## config.mk

```make
export PLATFORM = sky130hd
export DESIGN_NAME = fetch_pc_unit
export DESIGN_NICKNAME = d
export VERILOG_FILES = /design/src/rtl/fetch_pc_unit.sv
export SDC_FILE = /design/constraint.sdc
export NUM_CORES = 1
export LEC_CHECK = 0
export CAP_MARGIN = 5
export CELL_PAD_IN_SITES_DETAIL_PLACEMENT = 1
export CELL_PAD_IN_SITES_GLOBAL_PLACEMENT = 1
export CORE_MARGIN = 10
export CORE_UTILIZATION = 45
export DETAILED_ROUTE_END_ITERATION = 7
export DONT_BUFFER_PORTS = 1
export PLACE_DENSITY_LB_ADDON = 0.2
export SYNTH_ARGS = -nofsm -noshare
export SYNTH_HDL_FRONTEND = slang
export SYNTH_SLANG_ARGS = --single-unit
```

## constraint.sdc

```tcl
create_clock -name clk -period 2.98 [get_ports clk]
set_input_delay 0.447 -clock clk [delete_from_list [all_inputs] [get_ports clk]]
set_output_delay 0.447 -clock clk [all_outputs]
set_load 0.03 [all_outputs]
```

## src/rtl/fetch_pc_unit.sv

```systemverilog
// Program-counter generator and instruction-fetch request controller for the IF stage.
// Redirects arriving while a memory request is outstanding are buffered and the wrong-path fetch is killed.
module fetch_pc_unit #(
  parameter int                  XLEN          = 32,
  parameter logic [XLEN-1:0]     RESET_VECTOR  = 32'h0000_0000,
  parameter int                  STEP          = 4,
  parameter int                  CAUSE_W       = 2,
  parameter logic [CAUSE_W-1:0]  NOT_EXCEPTION = 2'b00,
  parameter bit                  VECTORED      = 1'b0
) (
  input  logic               clk,
  input  logic               rst,
  input  logic               stall,
  input  logic               jump,
  input  logic [XLEN-1:0]    c,
  input  logic [CAUSE_W-1:0] exception_cause,
  input  logic [XLEN-1:0]    exception_handling_addr,
  input  logic               imem_ready,
  output logic               imem_req,
  output logic [XLEN-1:0]    imem_addr,
  output logic               fetch_valid,
  output logic [XLEN-1:0]    fetch_pc,
  output logic [XLEN-1:0]    pc4
);

  typedef enum logic [1:0] {
    ST_BOOT  = 2'd0,
    ST_FETCH = 2'd1,
    ST_WAIT  = 2'd2
  } state_t;

  state_t          state_q, state_d;
  logic [XLEN-1:0] pc_q, pc_d;
  logic            pend_valid_q, pend_valid_d;
  logic [XLEN-1:0] pend_addr_q, pend_addr_d;

  logic            redirect;
  logic [XLEN-1:0] exc_target;
  logic [XLEN-1:0] target;
  logic            handshake;

  // Cause is zero-extended before scaling into the vector table.
  generate
    if (VECTORED) begin : g_vectored
      assign exc_target = exception_handling_addr + (XLEN'(exception_cause) << 2);
    end else begin : g_direct
      assign exc_target = exception_handling_addr;
    end
  endgenerate

  assign redirect  = jump | (exception_cause != NOT_EXCEPTION);
  assign target    = jump ? c : exc_target;
  assign pc4       = pc_q + XLEN'(STEP);
  assign imem_addr = pc_q;
  assign fetch_pc  = pc_q;
  assign handshake = imem_req & imem_ready;

  always_comb begin
    state_d      = state_q;
    pc_d         = pc_q;
    pend_valid_d = pend_valid_q;
    pend_addr_d  = pend_addr_q;
    imem_req     = 1'b0;
    fetch_valid  = 1'b0;

    unique case (state_q)
      ST_BOOT: begin
        state_d = ST_FETCH;
      end

      ST_FETCH: begin
        imem_req    = !stall;
        fetch_valid = handshake & !redirect & !pend_valid_q;
        if (redirect) begin
          pc_d = target;
        end else if (pend_valid_q) begin
          pc_d         = pend_addr_q;
          pend_valid_d = 1'b0;
        end else if (handshake) begin
          pc_d = pc4;
        end
        if (imem_req && !imem_ready) begin
          state_d = ST_WAIT;
        end
      end

      ST_WAIT: begin
        // Address must stay stable until memory completes, so redirects are parked.
        imem_req = 1'b1;
        if (imem_ready) begin
          state_d = ST_FETCH;
          if (redirect || pend_valid_q) begin
            pc_d         = redirect ? target : pend_addr_q;
            pend_valid_d = 1'b0;
          end else if (!stall) begin
            fetch_valid = 1'b1;
            pc_d        = pc4;
          end
        end else if (redirect) begin
          pend_addr_d  = target;
          pend_valid_d = 1'b1;
        end
      end

      default: begin
        state_d = ST_BOOT;
      end
    endcase
  end

  always_ff @(posedge clk) begin
    if (rst) begin
      state_q      <= ST_BOOT;
      pc_q         <= RESET_VECTOR;
      pend_valid_q <= 1'b0;
      pend_addr_q  <= '0;
    end else begin
      state_q      <= state_d;
      pc_q         <= pc_d;
      pend_valid_q <= pend_valid_d;
      pend_addr_q  <= pend_addr_d;
    end
  end

endmodule

```

==> results of run 1 <==
[cells by family (layout without fill, tap and decap cells)]
| group | count (synthesis) | count (layout) | synth area share (%) |
|---|---|---|---|
| xor+xnor | 28 | 28 | 5.40 |
| mux | 38 | 38 | 8.44 |
| flops | 67 | 67 | 29.6 |
| simple gates | 196 | 196 | 21.4 |
| compound gates | 163 | 163 | 23.8 |
| buf+inv | 83 | 101 | 10.0 |
| fa+ha+maj | 5 | 5 | 1.38 |
[sequential cells by signal, summed over array words and instances (netlist names)]
name and flops:
pend_addr_q 32, fetch_pc 32, state_q 2, pend_valid_q 1
[report_power, final]
| group | leakage, nW | switching (W) | internal (W) |
|---|---|---|---|
| sequential | 0.548 | 0.000260 | 0.00114 |
| combinational | 1.36 | 0.00228 | 0.000977 |
| clock | 0.0884 | 0.000378 | 0.000345 |
[Yosys cell counts (2+ instances only)]
cell / n / area share (%)
a211oi_1: 35 / 5.8
a21oi_1: 48 / 5.3
a22oi_1: 2 / 0.33
a311oi_1: 8 / 1.5
a31oi_1: 2 / 0.28
and2_1: 3 / 0.41
and3_1: 9 / 1.2
and4_1: 3 / 0.58
buf_1: 4 / 0.33
buf_2: 7 / 0.77
buf_4: 34 / 5.6
clkbuf_1: 29 / 2.4
dfxtp_1: 67 / 30
ha_1: 5 / 1.4
inv_1: 8 / 0.66
mux2_2: 2 / 0.50
mux2i_1: 36 / 7.9
nand2_1: 44 / 3.6
nand2b_1: 2 / 0.28
nand3_1: 9 / 0.99
nand4_1: 8 / 1.1
nor2_1: 66 / 5.5
nor2b_1: 4 / 0.55
nor3_1: 24 / 2.6
nor3b_1: 3 / 0.50
nor4_1: 5 / 0.69
o211ai_1: 6 / 0.99
o21a_1: 4 / 0.66
o21ai_0: 32 / 3.5
o221a_2: 3 / 0.74
o221ai_1: 6 / 1.2
o22ai_1: 2 / 0.28
o31a_1: 2 / 0.39
o31ai_1: 2 / 0.33
o32ai_1: 2 / 0.39
or2_2: 2 / 0.28
or3_1: 4 / 0.55
xnor2_1: 14 / 2.7
xor2_1: 14 / 2.7
[repair_timing]
item / CTS / global route
buffers inserted: 0 / 5
pin swaps: 1 / 2
cloned: 0 / 0
hold buffers: 0 / 0
gates resized for setup: 0 / 1
endpoints found under the setup margin: 1 / 3
[per-stage QoR]
stage,setup TNS (ps),instances
2_1_floorplan,0,580
3_3_place_gp,0,710
3_5_place_dp,0,710
4_1_cts,0,726
5_1_grt,-122,731
6_report,0,731
[routing by layer]
metal,wire [um],global-route usage (%),vias to the layer above
met5,0,0,-
met4,173,6.26,0
met3,882,4.98,15
met2,7970,36.1,131
met1,7280,26.7,2199
li1,-,-,2104
[critical path, cell delays in order, from the launching register on]
cell and delay [ps]:
dfxtp_1 380, nand2_1 190, or4_4 610, nor3_4 290, buf_4 160, and3_1 190
xor2_1 150, buf_4 180
[worst paths after layout]
| path | startpoint | to |
|---|---|---|
| max | fetch_pc[2] | pc4[29] |
| min | rst | pend_addr_q[31] |
| max reg2reg | state_q[0] | fetch_pc[12] |
| min reg2reg | pend_addr_q[11] | pend_addr_q[11] |
[final cells by class]
class                   instances  area (um2)  area share (%)
clock buffers                  12         155            3.06
clock inverters                 4        25.0           0.494
inverters                       8        30.0           0.593
multi-input cells             430        2750            54.4
flip-flops and latches         67        1340            26.5
well taps                     133         166            3.29
repair buffers                 77         591            11.7
==> results.yml, run 1 <==
pwr:
  power_w: 0.00538
  peakVddDrop_mv: 0.399
  power_density_mw_per_mm2: 1060
  leakage_nw: 1.99
synthesis:
  yosysSeqAreaShare_pct: 29.6
  synth.yosys.warnings: 0
  ys.flop_type: "dfxtp_1"
  syn_area_per_cell_um2: 7.82
  yosys_register_bits: 67
  synthCells: 580
  synthesis.area_mm2: 0.00454
  synth_cell_types: 59
  synth-edff-count: 0
  synth-async-reset-ratio_pct: 0
  syn_nets: 656
floorplan:
  dieArea_mm2: 0.0145
  ios: 169
  die_h_um: 120
  die_width_um: 120
  start_util_pct: 46.2
  coreArea_mm2: 0.00982
  core.rowCount: 36
final_layout:
  layout_common_cells: "buf_4 (76), dfxtp_1 (67), nor2_1 (65), a21oi_1 (48), nand2_1 (44)"
  layout-drive-gt1-share_pct: 18.7
  diodes: 0
  syn2layout_area_growth_pct: 11.6
  nFillCells: 1258
  fin_util_pct: 51.6
  layout.cells.most_common: "buf_4"
  design_area_mm2: 0.00506
  layout.nets: 669
clock_tree:
  insertion_delay_ps: 350
  cts_max_level: 3
  cts_tree: "built"
  clock_sinks: 67
  path_clk_slew_ps: 70
  cts.root.buffer_cell: "clkbuf_8"
  cts_buffers: 9
  clockBufferDepth: 2
drt:
  vias_per_cell: 6.09
  wl_per_cell_um: 22.3
  drt_iter0_drc: 323
  drc: 0
  drtAntennaViolNets: 0
  vias: 4449
  wl_um: 16300
  dr.pass1.iters: 4
min_path:
  hold_path_class: "input port to flip-flop"
  holdPathStages: 1
sta:
  fmax_mhz: 339
  finalCritPeriodShare_pct: 98.9
  drv_slew: 0
  whs_ps: 175
  rsz0062_at_grt: "true"
  setup_viol_count_final: 0
  slew_headroom_pct: 41.0
  tightestPinTransition_ps: 884
  setup_slack_ps: 31.7
  period_minus_slack_ps: 2950
  final-hold-violation-count: 0
  fin_skew_ps: 7.63
worst_setup_path:
  worstSetupEndpointType: "output port"
  reg2reg_depth: 8
  required_ps: 2530
  cp_max_fo: 6
  crit_type: "flip-flop to output port"
  rrSetupSlack_ps: 710
  worst_ep_arrival_time_ps: 2500
  critPathLaunchType: "flip-flop"
place:
  pre_cts_ws_ps: 365
  port_buffers: 0
  placed_area_mm2: 0.00484
  place.gp.congestion: 0.868
  dp_hpwl_um: 12200
grt:
  grt_usage_pct: 21.5
  grt_pass1_vias: 4699
  grt_pass1_wl_um: 25400
  grt_max_degree: 56
  antenna_found_initial: 0
  grt_overflow: 0
outcome:
  status: "finished clean"
run:
  cap_viol_max_count: 0
Note: power is estimated with default switching activity, not from simulation.
==> run 2, diff against run 1 <==
--- a/config.mk
+++ b/config.mk
@@ -5,6 +5,8 @@
 export SDC_FILE = /design/constraint.sdc
 export NUM_CORES = 1
 export LEC_CHECK = 0
+export ABC_AREA = 0
+export ABC_CLOCK_PERIOD_IN_PS = 2980
 export CAP_MARGIN = 5
 export CELL_PAD_IN_SITES_DETAIL_PLACEMENT = 1
 export CELL_PAD_IN_SITES_GLOBAL_PLACEMENT = 1
@@ -12,6 +14,7 @@
 export CORE_UTILIZATION = 45
 export DETAILED_ROUTE_END_ITERATION = 7
 export DONT_BUFFER_PORTS = 1
+export GPL_TIMING_DRIVEN = 0
 export PLACE_DENSITY_LB_ADDON = 0.2
 export SYNTH_ARGS = -nofsm -noshare
 export SYNTH_HDL_FRONTEND = slang
==> run 2 against run 1 <==
Net effect: combinational power fell by 10%; clock-buffer cell count fell by 3; cell count rose by 2.1%; non-clock buffer count rose by 14; wire length rose by 20%; setup slack got worse by 28 ps; critical path depth fell by 1; die area did not move; first-iteration DRC count rose by 40%; sequential cell count did not move; largest cell class unchanged; clock power rose by 1%; sequential share of layout area fell by 0.56 points.
==> results.yml, run 2 (synthesis gave the netlist of run 1 again) <==
floorplan:
  die_width_um: 120
  ios: 169
  core.rowCount: 36
  die_h_um: 120
  start_util_pct: 46.2
  coreArea_mm2: 0.00982
  dieArea_mm2: 0.0145
sta:
  fmax_mhz: 336
  rsz0062_at_grt: "true"
  whs_ps: 352
  slew_headroom_pct: 44.6
  fin_skew_ps: 14.2
  setup_slack_ps: 3.63
  final-hold-violation-count: 0
  setup_viol_count_final: 0
  tightestPinTransition_ps: 828
  drv_slew: 0
  setup_tns_ps: 0
  finalCritPeriodShare_pct: 99.9
  period_minus_slack_ps: 2980
place:
  port_buffers: 0
  pre_cts_ws_ps: -403
  dp_hpwl_um: 13600
  place.gp.congestion: 0.883
pwr:
  peakVddDrop_mv: 0.561
  pwr-share-clk_pct: 12.9
  switching_share_pct: 57.1
  p_comb_share_pct: 51.4
  power_density_mw_per_mm2: 1060
  leakage_nw: 2.05
  p_sw_w: 0.00325
  p_seq_share_pct: 35.7
  p_int_w: 0.00244
drt:
  drc: 0
  drtAntennaViolNets: 0
  wl_um: 19500
  vias_per_cell: 6.44
  dr.pass1.iters: 4
  vias: 4805
  drt_iter0_drc: 452
  wl_per_cell_um: 26.2
final_layout:
  layout-drive-gt1-share_pct: 23.3
  fin_util_pct: 54.9
  diodes: 0
  syn2layout_area_growth_pct: 18.7
  nFillCells: 1250
  layout.cells.most_common: "nor2_1"
  layout_common_cells: "nor2_1 (64), buf_4 (51), a21oi_1 (48), dfxtp_1 (46), nand2_1 (42)"
  layout.nets: 684
min_path:
  hold_path_class: "input port to flip-flop"
worst_setup_path:
  worstSetupEndpointType: "output port"
  required_ps: 2530
  crit_slowest_cell: "xnor2_2"
  max_stage_delay_ps: 570
  crit_type: "flip-flop to output port"
  critPathLaunchType: "flip-flop"
  rrSetupSlack_ps: 250
  path_cells: "buf_8, nand3_4, buf_4, nor2_1, nand4_1, xnor2_2"
  worst_ep_arrival_time_ps: 2530
  cp_max_fo: 7
clock_tree:
  cts_buffers: 9
  cts_max_level: 3
  path_clk_slew_ps: 90
  cts.root.buffer_cell: "clkbuf_8"
  cts_tree: "built"
  clock_sinks: 67
  clockBufferDepth: 2
  hold_buffers: 0
  insertion_delay_ps: 370
grt:
  grt_overflow: 0
  antenna_found_initial: 0
  grt_pass1_wl_um: 28900
  grt_max_degree: 14
  grt_pass1_vias: 4938
  grt_usage_pct: 24.9
run:
  cap_viol_max_count: 0
outcome:
  status: "finished clean"
-- run 2: layer usage --
metal	vias to the layer above	GRT usage (%)	wire, um
met5	-	0	0
met4	0	8.60	442
met3	37	5.91	1520
met2	236	41.2	9510
met1	2392	31.0	8070
li1	2140	-	-
-- run 2: final cells by class --
| class | instances | area, um2 | area share [%] |
|---|---|---|---|
| Tap cell | 133 | 166 | 3.09 |
| Multi-Input combinational cell | 431 | 3060 | 56.7 |
| Inverter | 8 | 30.0 | 0.557 |
| Timing Repair Buffer | 17 | 128 | 2.37 |
| Clock buffer | 9 | 124 | 2.30 |
| Sequential cell | 67 | 1400 | 25.9 |
| Clock inverter | 7 | 48.8 | 0.906 |
| Buffer | 74 | 438 | 8.13 |
-- run 2: timing repair --
| item | CTS | global route |
|---|---|---|
| endpoints found under the setup margin | 24 | 32 |
| cloned | 0 | 1 |
| gates resized for setup | 61 | 28 |
| setup buffers | 2 | 15 |
| endpoints found under the hold margin | 0 | 0 |
| pin swaps | 2 | 7 |
-- run 2: path summary, 6_finish.rpt --
| check | start | endpoint | depth (start not counted) |
|---|---|---|---|
| min | imem_ready | pend_addr_q[11] | 3 |
| min reg2reg | pend_addr_q[11] | pend_addr_q[11] | 2 |
| max reg2reg | state_q[0] | pend_addr_q[31] | 8 |
| max | fetch_pc[4] | pc4[23] | 6 |
-- run 2: power groups by stage --
stage	clock network, W	registers [W]	logic (W)
4_1_cts	0.000721	0.00198	0.00274
6_report	0.000733	0.00203	0.00293
3_3_place_gp	0	0.00188	0.00256
2_1_floorplan	0	0.00177	0.00209
3_5_place_dp	0	0.00191	0.00263
5_1_grt	0.000767	0.00209	0.00309
-- run 2: critical path, delay by kind of cell (launching register included) --
family | cells | cell delay [ps]
flip-flops | 1 | 430
XOR/XNOR | 1 | 570
buffers and inverters | 2 | 310
AND/OR/NAND/NOR | 3 | 840
-- run 2: stage by stage --
stage                     area (um2)  power (W)  std cells
final                           5390    0.00570        746
after global routing            5390    0.00594        746
after CTS                       5160    0.00544        731
after detailed placement        4700    0.00454        713
after global placement          4700    0.00445        713
after floorplan                 4540    0.00386        580
